===== src/rtl/tt_tbuf_oe_seq.sv =====
// ---------------------------------------------------------------------------
// tt_tbuf_oe_seq
//
// Sequences the output enable of a tristate driver that shares a net with a
// second driver. A request is granted only after a bus-turnaround dead time
// has elapsed with the other driver quiet. The enable is released through the
// same dead time. A collision with the other driver is flagged and forces a
// release.
//
// State machine: OFF -> GAP_ON -> ON -> GAP_OFF -> OFF, with a 4-bit dead-time
// down-counter shared by both gap states.
//
// oe is registered and follows the state one edge behind. It rises on the
// edge after the FSM enters ON and falls on the edge the FSM leaves ON. As a
// result, the pad sees DEAD_CYC+1 quiet cycles before it is driven, and
// DEAD_CYC quiet cycles after release before a new request is taken.
//
// Optional feature (macro TT_TBUF_SEQ_WDOG_EN):
//   Adds an on-time watchdog. After MAX_ON cycles with oe high, the block
//   forces a release and sets the sticky timeout flag. A new grant then waits
//   until drv_req has been seen low in OFF. Without the macro there is no
//   watchdog and timeout is tied low.
//
// Parameters:
//   DEAD_CYC     - turnaround dead time in clk cycles (1..15)
//   MAX_ON       - watchdog drive limit in clk cycles (1..255)
//
// Ports:
//   clk          - clock, all flops on the rising edge
//   rst_n        - synchronous active-low reset
//   drv_req      - local request to drive the shared net
//   ext_oe       - enable of the other driver on the same net
//   conflict_clr - clears the sticky conflict and timeout flags
//   oe           - registered positive-polarity tristate enable
//   drv_ack      - copy of oe
//   conflict     - sticky driver-collision flag
//   timeout      - sticky watchdog-release flag
// ---------------------------------------------------------------------------
module tt_tbuf_oe_seq #(
  parameter int unsigned DEAD_CYC = 2,
  parameter int unsigned MAX_ON   = 255
) (
  input  logic clk,
  input  logic rst_n,
  input  logic drv_req,
  input  logic ext_oe,
  input  logic conflict_clr,
  output logic oe,
  output logic drv_ack,
  output logic conflict,
  output logic timeout
);

  // Elaboration-time guard on the parameter ranges.
  if (DEAD_CYC < 1 || DEAD_CYC > 15 || MAX_ON < 1 || MAX_ON > 255) begin : g_bad_param
    $error("tt_tbuf_oe_seq: DEAD_CYC must be 1..15 and MAX_ON 1..255");
  end

  typedef enum logic [1:0] {
    OFF     = 2'd0,
    GAP_ON  = 2'd1,
    ON      = 2'd2,
    GAP_OFF = 2'd3
  } state_t;

  localparam logic [3:0] GAP_LOAD = 4'(DEAD_CYC - 1);

  state_t     state;
  logic [3:0] gap_cnt;

  logic wd_hit;    // watchdog limit reached while in ON
  logic wd_block;  // grant inhibited until drv_req is seen low in OFF
  logic start_ok;  // OFF may begin a new turnaround gap
  logic enter_on;  // GAP_ON completes this edge
  logic leave_on;  // ON is abandoned this edge
  logic conflict_set;

  assign start_ok     = drv_req && !ext_oe && !wd_block;
  assign enter_on     = (state == GAP_ON) && drv_req && !ext_oe && (gap_cnt == 4'd0);
  assign leave_on     = (state == ON) && (!drv_req || ext_oe || wd_hit);
  // A collision is the other driver enabled while this side owns the net.
  // This covers oe already high and the first ON cycle before oe rises.
  assign conflict_set = ext_oe && ((state == ON) || oe);

  // NOTE: every flop below is written with <= so all state updates see the
  // pre-edge values; blocking assignments here would create order-dependent
  // simulation and a mismatch against synthesis.
  always_ff @(posedge clk) begin
    if (!rst_n) begin
      state    <= OFF;
      gap_cnt  <= 4'd0;
      oe       <= 1'b0;
      drv_ack  <= 1'b0;
      conflict <= 1'b0;
    end else begin
      unique case (state)
        OFF: begin
          if (start_ok) begin
            state   <= GAP_ON;
            gap_cnt <= GAP_LOAD;
          end
        end
        GAP_ON: begin
          // An abort takes priority over a reload. Any activity by the other
          // driver restarts the dead time from the beginning.
          if (!drv_req) begin
            state <= OFF;
          end else if (ext_oe) begin
            gap_cnt <= GAP_LOAD;
          end else if (gap_cnt == 4'd0) begin
            state <= ON;
          end else begin
            gap_cnt <= gap_cnt - 4'd1;
          end
        end
        ON: begin
          if (leave_on) begin
            state   <= GAP_OFF;
            gap_cnt <= GAP_LOAD;
          end
        end
        GAP_OFF: begin
          // After the gap, always return to OFF. A held request is then
          // taken as a fresh request one cycle later.
          if (gap_cnt == 4'd0) begin
            state <= OFF;
          end else begin
            gap_cnt <= gap_cnt - 4'd1;
          end
        end
        default: state <= OFF;
      endcase

      // oe is high only while ON is held. It drops on the same edge that
      // ON is left, so no input reaches oe combinationally.
      oe      <= (state == ON) && !leave_on;
      drv_ack <= (state == ON) && !leave_on;

      // On the same edge, a set beats a clear.
      if (conflict_set) begin
        conflict <= 1'b1;
      end else if (conflict_clr) begin
        conflict <= 1'b0;
      end
    end
  end

`ifdef TT_TBUF_SEQ_WDOG_EN
  localparam logic [7:0] ON_LIMIT = 8'(MAX_ON);

  logic [7:0] on_cnt;  // counts oe-high cycles of the current ON visit

  assign wd_hit = (state == ON) && (on_cnt == ON_LIMIT);

  always_ff @(posedge clk) begin
    if (!rst_n) begin
      on_cnt   <= 8'd0;
      wd_block <= 1'b0;
      timeout  <= 1'b0;
    end else begin
      if (enter_on) begin
        on_cnt <= 8'd0;
      end else if ((state == ON) && !leave_on) begin
        on_cnt <= on_cnt + 8'd1;
      end

      if (wd_hit) begin
        wd_block <= 1'b1;
      end else if ((state == OFF) && !drv_req) begin
        wd_block <= 1'b0;
      end

      if (wd_hit) begin
        timeout <= 1'b1;
      end else if (conflict_clr) begin
        timeout <= 1'b0;
      end
    end
  end
`else
  assign wd_hit   = 1'b0;
  assign wd_block = 1'b0;
  assign timeout  = 1'b0;

  // enter_on only feeds the watchdog; keep it referenced in this build.
  logic unused_enter_on;
  assign unused_enter_on = enter_on;
`endif

endmodule


===== config.mk =====
export PLATFORM = sky130hd
export DESIGN_NAME = tt_tbuf_oe_seq
export DESIGN_NICKNAME = d
export VERILOG_FILES = /design/src/rtl/tt_tbuf_oe_seq.sv
export SDC_FILE = /design/constraint.sdc
export NUM_CORES = 1
export LEC_CHECK = 0
export CAP_MARGIN = 30
export CORE_AREA = 5 5 42 44
export CTS_BUF_LIST = sky130_fd_sc_hd__clkbuf_8
export CTS_CLUSTER_DIAMETER = 40
export DETAILED_ROUTE_END_ITERATION = 6
export DIE_AREA = 0 0 47 49
export DONT_BUFFER_PORTS = 1
export GPL_TIMING_DRIVEN = 0
export MAX_ROUTING_LAYER = met4
export SYNTH_ARGS = -nofsm -noshare
export SYNTH_HDL_FRONTEND = slang
export SYNTH_SLANG_ARGS = --single-unit
export TNS_END_PERCENT = 5

===== constraint.sdc =====
create_clock -name clk -period 1.9 [get_ports clk]
set_input_delay 0.475 -clock clk [delete_from_list [all_inputs] [get_ports clk]]
set_output_delay 0.475 -clock clk [all_outputs]
set_load 0.03 [all_outputs]

### Yosys cells after proc, flatten, opt, wreduce, memory -nomap -nowiden

Index checks and enable logic that the tools add are counted.

* add/sub/neg operators: 1
* multiply operators: 0
* div/mod/pow operators: 0
* $lt $le $gt $ge: 0
* equal/unequal tests: 9
* shifts and indexed selects: 0
* multiplexer cells: 15
* bitwise gates (word level): 0
* reduce and logical (&&, ||, !) cells: 14

Operator list (count)
* 4-bit two-way mux: 5
* 4-bit case mux with 4 select lines: 1
* 2-bit two-way mux: 6
* 2-bit inequality test, second input constant: 4
* 2-bit case mux with 4 select lines: 1
* 5-bit AND reduction: 1
* 2-bit == test, second input constant: 2
* 1-bit logical AND: 4
* 4-bit logical NOT: 1
* 4-bit by 1-bit subtractor with 4-bit output, second input constant: 1
* 1-bit logical NOT: 3
* 3-bit by 2-bit inequality test with 1-bit output, second input constant: 1
* 3-bit inequality test, second input constant: 1
* 3-bit AND reduction: 1
* 2-bit by 1-bit == test with 1-bit output, second input constant: 1
* 2-bit logical NOT: 1
* 1-bit logical OR: 2
* 1-bit two-way mux: 2
* 2-bit nonzero test: 1

* bits in registers: 8
* bits in latches: 0
* RAM bits: 0
* bits in read-only memories: 0
* input port bits: 5
* output and inout bits: 4
* word-level logic and storage cells: 43
* memories kept: 0

### Logic depth before layout (Yosys ltp)

* word-level depth: 5
* gate-level depth with buffers: 6
* mapped depth without buffers: 6

### Worst setup path before layout

No wires, ideal clock.

* kind: register to register
* from: reg gap_cnt[0]
* to: reg gap_cnt[1]
* library setup time: 0.086 ns
* arrival time: 1.297 ns
* required time: 1.814 ns
* path slack: 0.518 ns
* stages on the path, launching flop included: 7
* buffers on the path: 0
* period minus slack after synthesis: 1.382 ns
* cells stage by stage: dfxtp_1 inv_1 ha_1 nor3b_2 nor4_2 nor2_1 a211oi_1

* cells in the longest elaborated chain, start to end: 5
* elaborated cells on any way between the ends: 6
* classes of those cells: add/sub (1); mux (4); reduce/logical (1)

RTL lines
* start, declared: line 69 `logic [3:0] gap_cnt;`
* start signal, assigned: line 113 `gap_cnt <= gap_cnt - 4'd1;`
* start signal, assigned: line 128 `gap_cnt <= gap_cnt - 4'd1;`
* 4-bit by 1-bit subtractor with 4-bit output / 4-bit logical NOT (equally long branches)
* 4-bit two-way mux *: line 110, 125
* 4-bit two-way mux: line 108 `end else if (ext_oe) begin`
* 4-bit two-way mux: line 106 `if (!drv_req) begin`
* 4-bit case mux with 4 select lines *: line 96 `unique case (state)`

Every way passes the cells marked *; elsewhere a longest branch is shown, timed or not. The select of a mux whose other input is x is not followed.
A chain may end at the register's enable or synchronous reset.

### Worst setup path in the final report

Ends and elaborated chain as after synthesis.

==> impl_results.html <==
<table>
<tr><th>Metric</th><th>Value</th></tr>
<tr><th colspan="2">GRT</th></tr>
<tr><td>Largest net degree at the start of global routing</td><td>9</td></tr>
<tr><td>Number of global-route vias before repair</td><td>318</td></tr>
<tr><td>GR Overflow Total</td><td>0</td></tr>
<tr><td>Wire length of the first global-routing pass</td><td>1390 microns</td></tr>
<tr><td>Initial antenna violation count</td><td>0</td></tr>
<tr><td>Total routing resource utilization after global routing</td><td>just under 9%</td></tr>
<tr><th colspan="2">Clock tree</th></tr>
<tr><td>Clock-pin slew on the worst setup and hold paths</td><td>0.04 ns</td></tr>
<tr><td>Total setup buffers inserted after CTS</td><td>0</td></tr>
<tr><td>Largest buffer count on any clock path</td><td>2</td></tr>
<tr><td>Sink count of the clock tree</td><td>8</td></tr>
<tr><td>Clock insertion delay at the later pin of the skew report</td><td>0.23 ns</td></tr>
<tr><td>Root buffer selected by CTS</td><td>sky130_fd_sc_hd__clkbuf_8</td></tr>
<tr><td>Hold Buf Count CTS</td><td>0</td></tr>
<tr><td>Cts bufs inserted</td><td>3</td></tr>
<tr><td>H-tree levels</td><td>1</td></tr>
<tr><td>TritonCTS clock tree</td><td>yes</td></tr>
<tr><td>Cells resized by post-CTS repair</td><td>0</td></tr>
<tr><th colspan="2">Logic synthesis</th></tr>
<tr><td>Asr flop ratio synth</td><td>0%</td></tr>
<tr><td>Synth Net Count</td><td>57</td></tr>
<tr><td>Most used flip-flop cell after synthesis</td><td>sky130_fd_sc_hd__dfxtp_1</td></tr>
<tr><td>Distinct cell type count of the synthesized netlist</td><td>28</td></tr>
<tr><td>Post-synthesis instance area</td><td>487 sq um</td></tr>
<tr><td>Total number of yosys warnings</td><td>0</td></tr>
<tr><td>Synth Instances</td><td>just over 50</td></tr>
<tr><td>Number of storage elements in the synthesis netlist</td><td>8</td></tr>
<tr><td>Post-synthesis average cell area</td><td>9.54 sq um</td></tr>
<tr><td>Area share of the largest cell type after synthesis</td><td>32.9%</td></tr>
<tr><td>Synth top area cells</td><td>sky130_fd_sc_hd__dfxtp_1 (33%), sky130_fd_sc_hd__nor3b_2 (5.1%), sky130_fd_sc_hd__nor4_2 (5.1%), sky130_fd_sc_hd__nor4bb_4 (5.1%), sky130_fd_sc_hd__mux2i_1 (4.1%)</td></tr>
<tr><td>Dominant cell type by area after synthesis</td><td>sky130_fd_sc_hd__dfxtp_1</td></tr>
<tr><td>Sequential fraction of the synthesis area</td><td>32.9%</td></tr>
<tr><td>EDFF count, synth</td><td>0</td></tr>
<tr><th colspan="2">Routing</th></tr>
<tr><td>Number of routed nets with antenna violations</td><td>0</td></tr>
<tr><td>Vias after detailed routing</td><td>362</td></tr>
<tr><td>Routed wire length per instance</td><td>12.5 microns</td></tr>
<tr><td>Length of the first detailed-routing pass in iterations</td><td>2</td></tr>
<tr><td>Total DRC errors in the routed layout</td><td>0</td></tr>
<tr><td>Count of routing violations after the opening detailed-route iteration</td><td>2</td></tr>
<tr><td>Drt via density</td><td>5.17</td></tr>
<tr><td>Detailed Route WL</td><td>874 microns</td></tr>
<tr><th colspan="2">Worst setup path</th></tr>
<tr><td>Reg2reg setup slack</td><td>0.33 ns</td></tr>
<tr><td>Worst Path Class, Setup</td><td>reg2reg</td></tr>
<tr><td>Critical path origin</td><td>gap_cnt[0]</td></tr>
<tr><td>CP max FO</td><td>4</td></tr>
<tr><td>Terminus of the critical flop-to-flop path</td><td>gap_cnt[1]</td></tr>
<tr><td>Data required time at the worst endpoint</td><td>2.04 ns</td></tr>
<tr><td>Length in cells of the worst reg-to-reg path</td><td>6</td></tr>
<tr><td>Category of the worst setup path launch point</td><td>flip-flop</td></tr>
<tr><td>End point of the critical path</td><td>gap_cnt[1]</td></tr>
<tr><td>Nature of the critical path endpoint</td><td>flip-flop</td></tr>
<tr><td>WP data arrival</td><td>between 1.5 and 2 ns</td></tr>
<tr><td>FF-to-FF Start</td><td>gap_cnt[0]</td></tr>
<tr><th colspan="2">Timing</th></tr>
<tr><td>Tmin final</td><td>1.57 ns</td></tr>
<tr><td>Number of slew-limit violations in the final report</td><td>0</td></tr>
<tr><td>Part of the cycle the worst path needs</td><td>82.6%</td></tr>
<tr><td>Final setup violation count</td><td>0</td></tr>
<tr><td>Timing-limited maximum frequency</td><td>637 MHz</td></tr>
<tr><td>Unrepaired setup endpoints after global routing</td><td>false</td></tr>
<tr><td>Count of endpoints failing hold in the final timing report</td><td>0</td></tr>
<tr><td>Total Neg Setup Slack</td><td>0 ns</td></tr>
<tr><td>Setup clock skew after layout</td><td>0.00220 ns</td></tr>
<tr><th colspan="2">Placed design</th></tr>
<tr><td>DP HPWL</td><td>659 microns</td></tr>
<tr><td>Gpl congestion</td><td>0.730</td></tr>
<tr><td>Count of buffers inserted at the top-level ports</td><td>0</td></tr>
<tr><td>Post-Place Cells</td><td>67</td></tr>
<tr><th colspan="2">Cells and area</th></tr>
<tr><td>Final nets</td><td>between 60 and 70</td></tr>
<tr><td>Layout cell share with drive strength beyond 1</td><td>roughly 28%</td></tr>
<tr><td>Synth-to-Final Area Change</td><td>12.6%</td></tr>
<tr><td>N_diodes</td><td>0</td></tr>
<tr><td>Number of non-filler instances in the completed layout</td><td>70</td></tr>
<tr><th colspan="2">Floorplan</th></tr>
<tr><td>Std-Cell Rows</td><td>14</td></tr>
<tr><td>Horizontal die dimension</td><td>47 microns</td></tr>
<tr><td>Initial Utilization</td><td>34.7%</td></tr>
<tr><td>I/O pin count</td><td>9</td></tr>
<tr><td>Floorplan Core Area</td><td>1400 sq um</td></tr>
<tr><td>Die Y</td><td>just under 50 microns</td></tr>
<tr><td>DIE AREA</td><td>2300 sq um</td></tr>
<tr><th colspan="2">Power</th></tr>
<tr><td>Power density over the cells</td><td>a little over 800 nW/um^2</td></tr>
<tr><td>Maximum ir drop on the vdd rail</td><td>between 200 and 300 uV</td></tr>
<tr><td>Total leakage power</td><td>0.216 nW</td></tr>
<tr><th colspan="2">Hold path</th></tr>
<tr><td>Hold Crit Class</td><td>in2reg</td></tr>
<tr><th colspan="2">Run status</th></tr>
<tr><td>Run status</td><td>completed</td></tr>
<tr><th colspan="2">Job</th></tr>
<tr><td>Max-capacitance violation count</td><td>0</td></tr>
</table>
[critical path: stages, from the launching register on]
cell,delay [ns]
sky130_fd_sc_hd__dfxtp_1,0.36
sky130_fd_sc_hd__inv_1,0.06
sky130_fd_sc_hd__ha_1,0.22
sky130_fd_sc_hd__nor3b_2,0.19
sky130_fd_sc_hd__nor4_2,0.36
sky130_fd_sc_hd__nor2_1,0.08
sky130_fd_sc_hd__a211oi_1,0.21
[stage by stage]
| stage | area, sq um | utilization [%] | hold WS, ns | power (mW) | setup slack [ns] |
|---|---|---|---|---|---|
| global placement | 507 | 36.2 | 0.504 | 0.248 | 0.354 |
| global route | 548 | 39.1 | 0.383 | 0.478 | 0.209 |
| floorplan | 487 | - | 0.487 | 0.238 | 0.518 |
| CTS | 548 | 39.1 | 0.378 | 0.459 | 0.318 |
| detailed placement | 507 | 36.2 | 0.518 | 0.249 | 0.332 |
| finish | 548 | 39.1 | 0.385 | 0.450 | 0.330 |
[cells in the mapped netlist (2+ instances only)]
cell type,count
sky130_fd_sc_hd__nand2b_1,2
sky130_fd_sc_hd__a211oi_1,2
sky130_fd_sc_hd__nor2_1,5
sky130_fd_sc_hd__dfxtp_1,8
sky130_fd_sc_hd__a21oi_1,3
sky130_fd_sc_hd__mux2i_1,2
sky130_fd_sc_hd__nand2_1,2
sky130_fd_sc_hd__nor2b_1,2
sky130_fd_sc_hd__inv_1,3
sky130_fd_sc_hd__nor3b_2,2
sky130_fd_sc_hd__buf_4,2
sky130_fd_sc_hd__nor4_2,2
[cells by family (layout without fill, tap and decap cells)]
family,after synthesis,after routing,share of synthesized area [%]
AOI/OAI and AO/OA,8,8,11.1
xor gates and xnor gates,1,1,1.80
adders and majority gates,1,1,2.57
buffers and inverters,6,9,8.48
DFF,8,8,32.9
muxes,2,2,4.11
other,1,1,0.770
and+or+nand+nor,24,24,38.3
[report_power, final]
group	leakage, nW	internal, mW	switching [mW]
registers	0.0650	0.175	0.00854
logic	0.130	0.0294	0.0332
clock network	0.0216	0.137	0.0664
total	0.216	0.342	0.108
[area by class of cell]
type | count | area, sq um
clock buffer | 3 | 41.3
multi-input combinational | 37 | 285
fill | 153 | 853
inverter | 3 | 11.3
buffer | 3 | 30.0
sequential | 8 | 160
tap | 16 | 20.0
[metal layers]
layer	GRT usage, %	up-vias	routed length (microns)
li1	-	183	-
met1	11.3	168	371
met2	11.1	9	416
met3	4.80	2	78
met4	4.15	0	7
met5	-	-	0
[cells in the final DEF (no fill, tap or decap), types with 2 or more instances in the layout]
master,netlist,final
sky130_fd_sc_hd__nand2b_1,2,2
sky130_fd_sc_hd__a21oi_1,3,3
sky130_fd_sc_hd__dfxtp_1,8,8
sky130_fd_sc_hd__nor2_1,5,5
sky130_fd_sc_hd__nor4_2,2,2
sky130_fd_sc_hd__nor2b_1,2,2
sky130_fd_sc_hd__inv_1,3,3
sky130_fd_sc_hd__nand2_1,2,2
sky130_fd_sc_hd__nor3b_2,2,2
sky130_fd_sc_hd__mux2i_1,2,2
sky130_fd_sc_hd__a211oi_1,2,2
sky130_fd_sc_hd__buf_4,2,2
sky130_fd_sc_hd__clkbuf_8,0,3
[worst min-delay path by stage]
stage	start	to	depth (start not counted)
2_1_floorplan	gap_cnt[1]	gap_cnt[1]	2
3_3_place_gp	gap_cnt[1]	gap_cnt[1]	2
3_5_place_dp	gap_cnt[3]	gap_cnt[2]	2
4_1_cts	rst_n	drv_ack	1
5_1_grt	rst_n	drv_ack	1
6_report	rst_n	drv_ack	1
No activity file was read; power rests on OpenSTA's default activity.
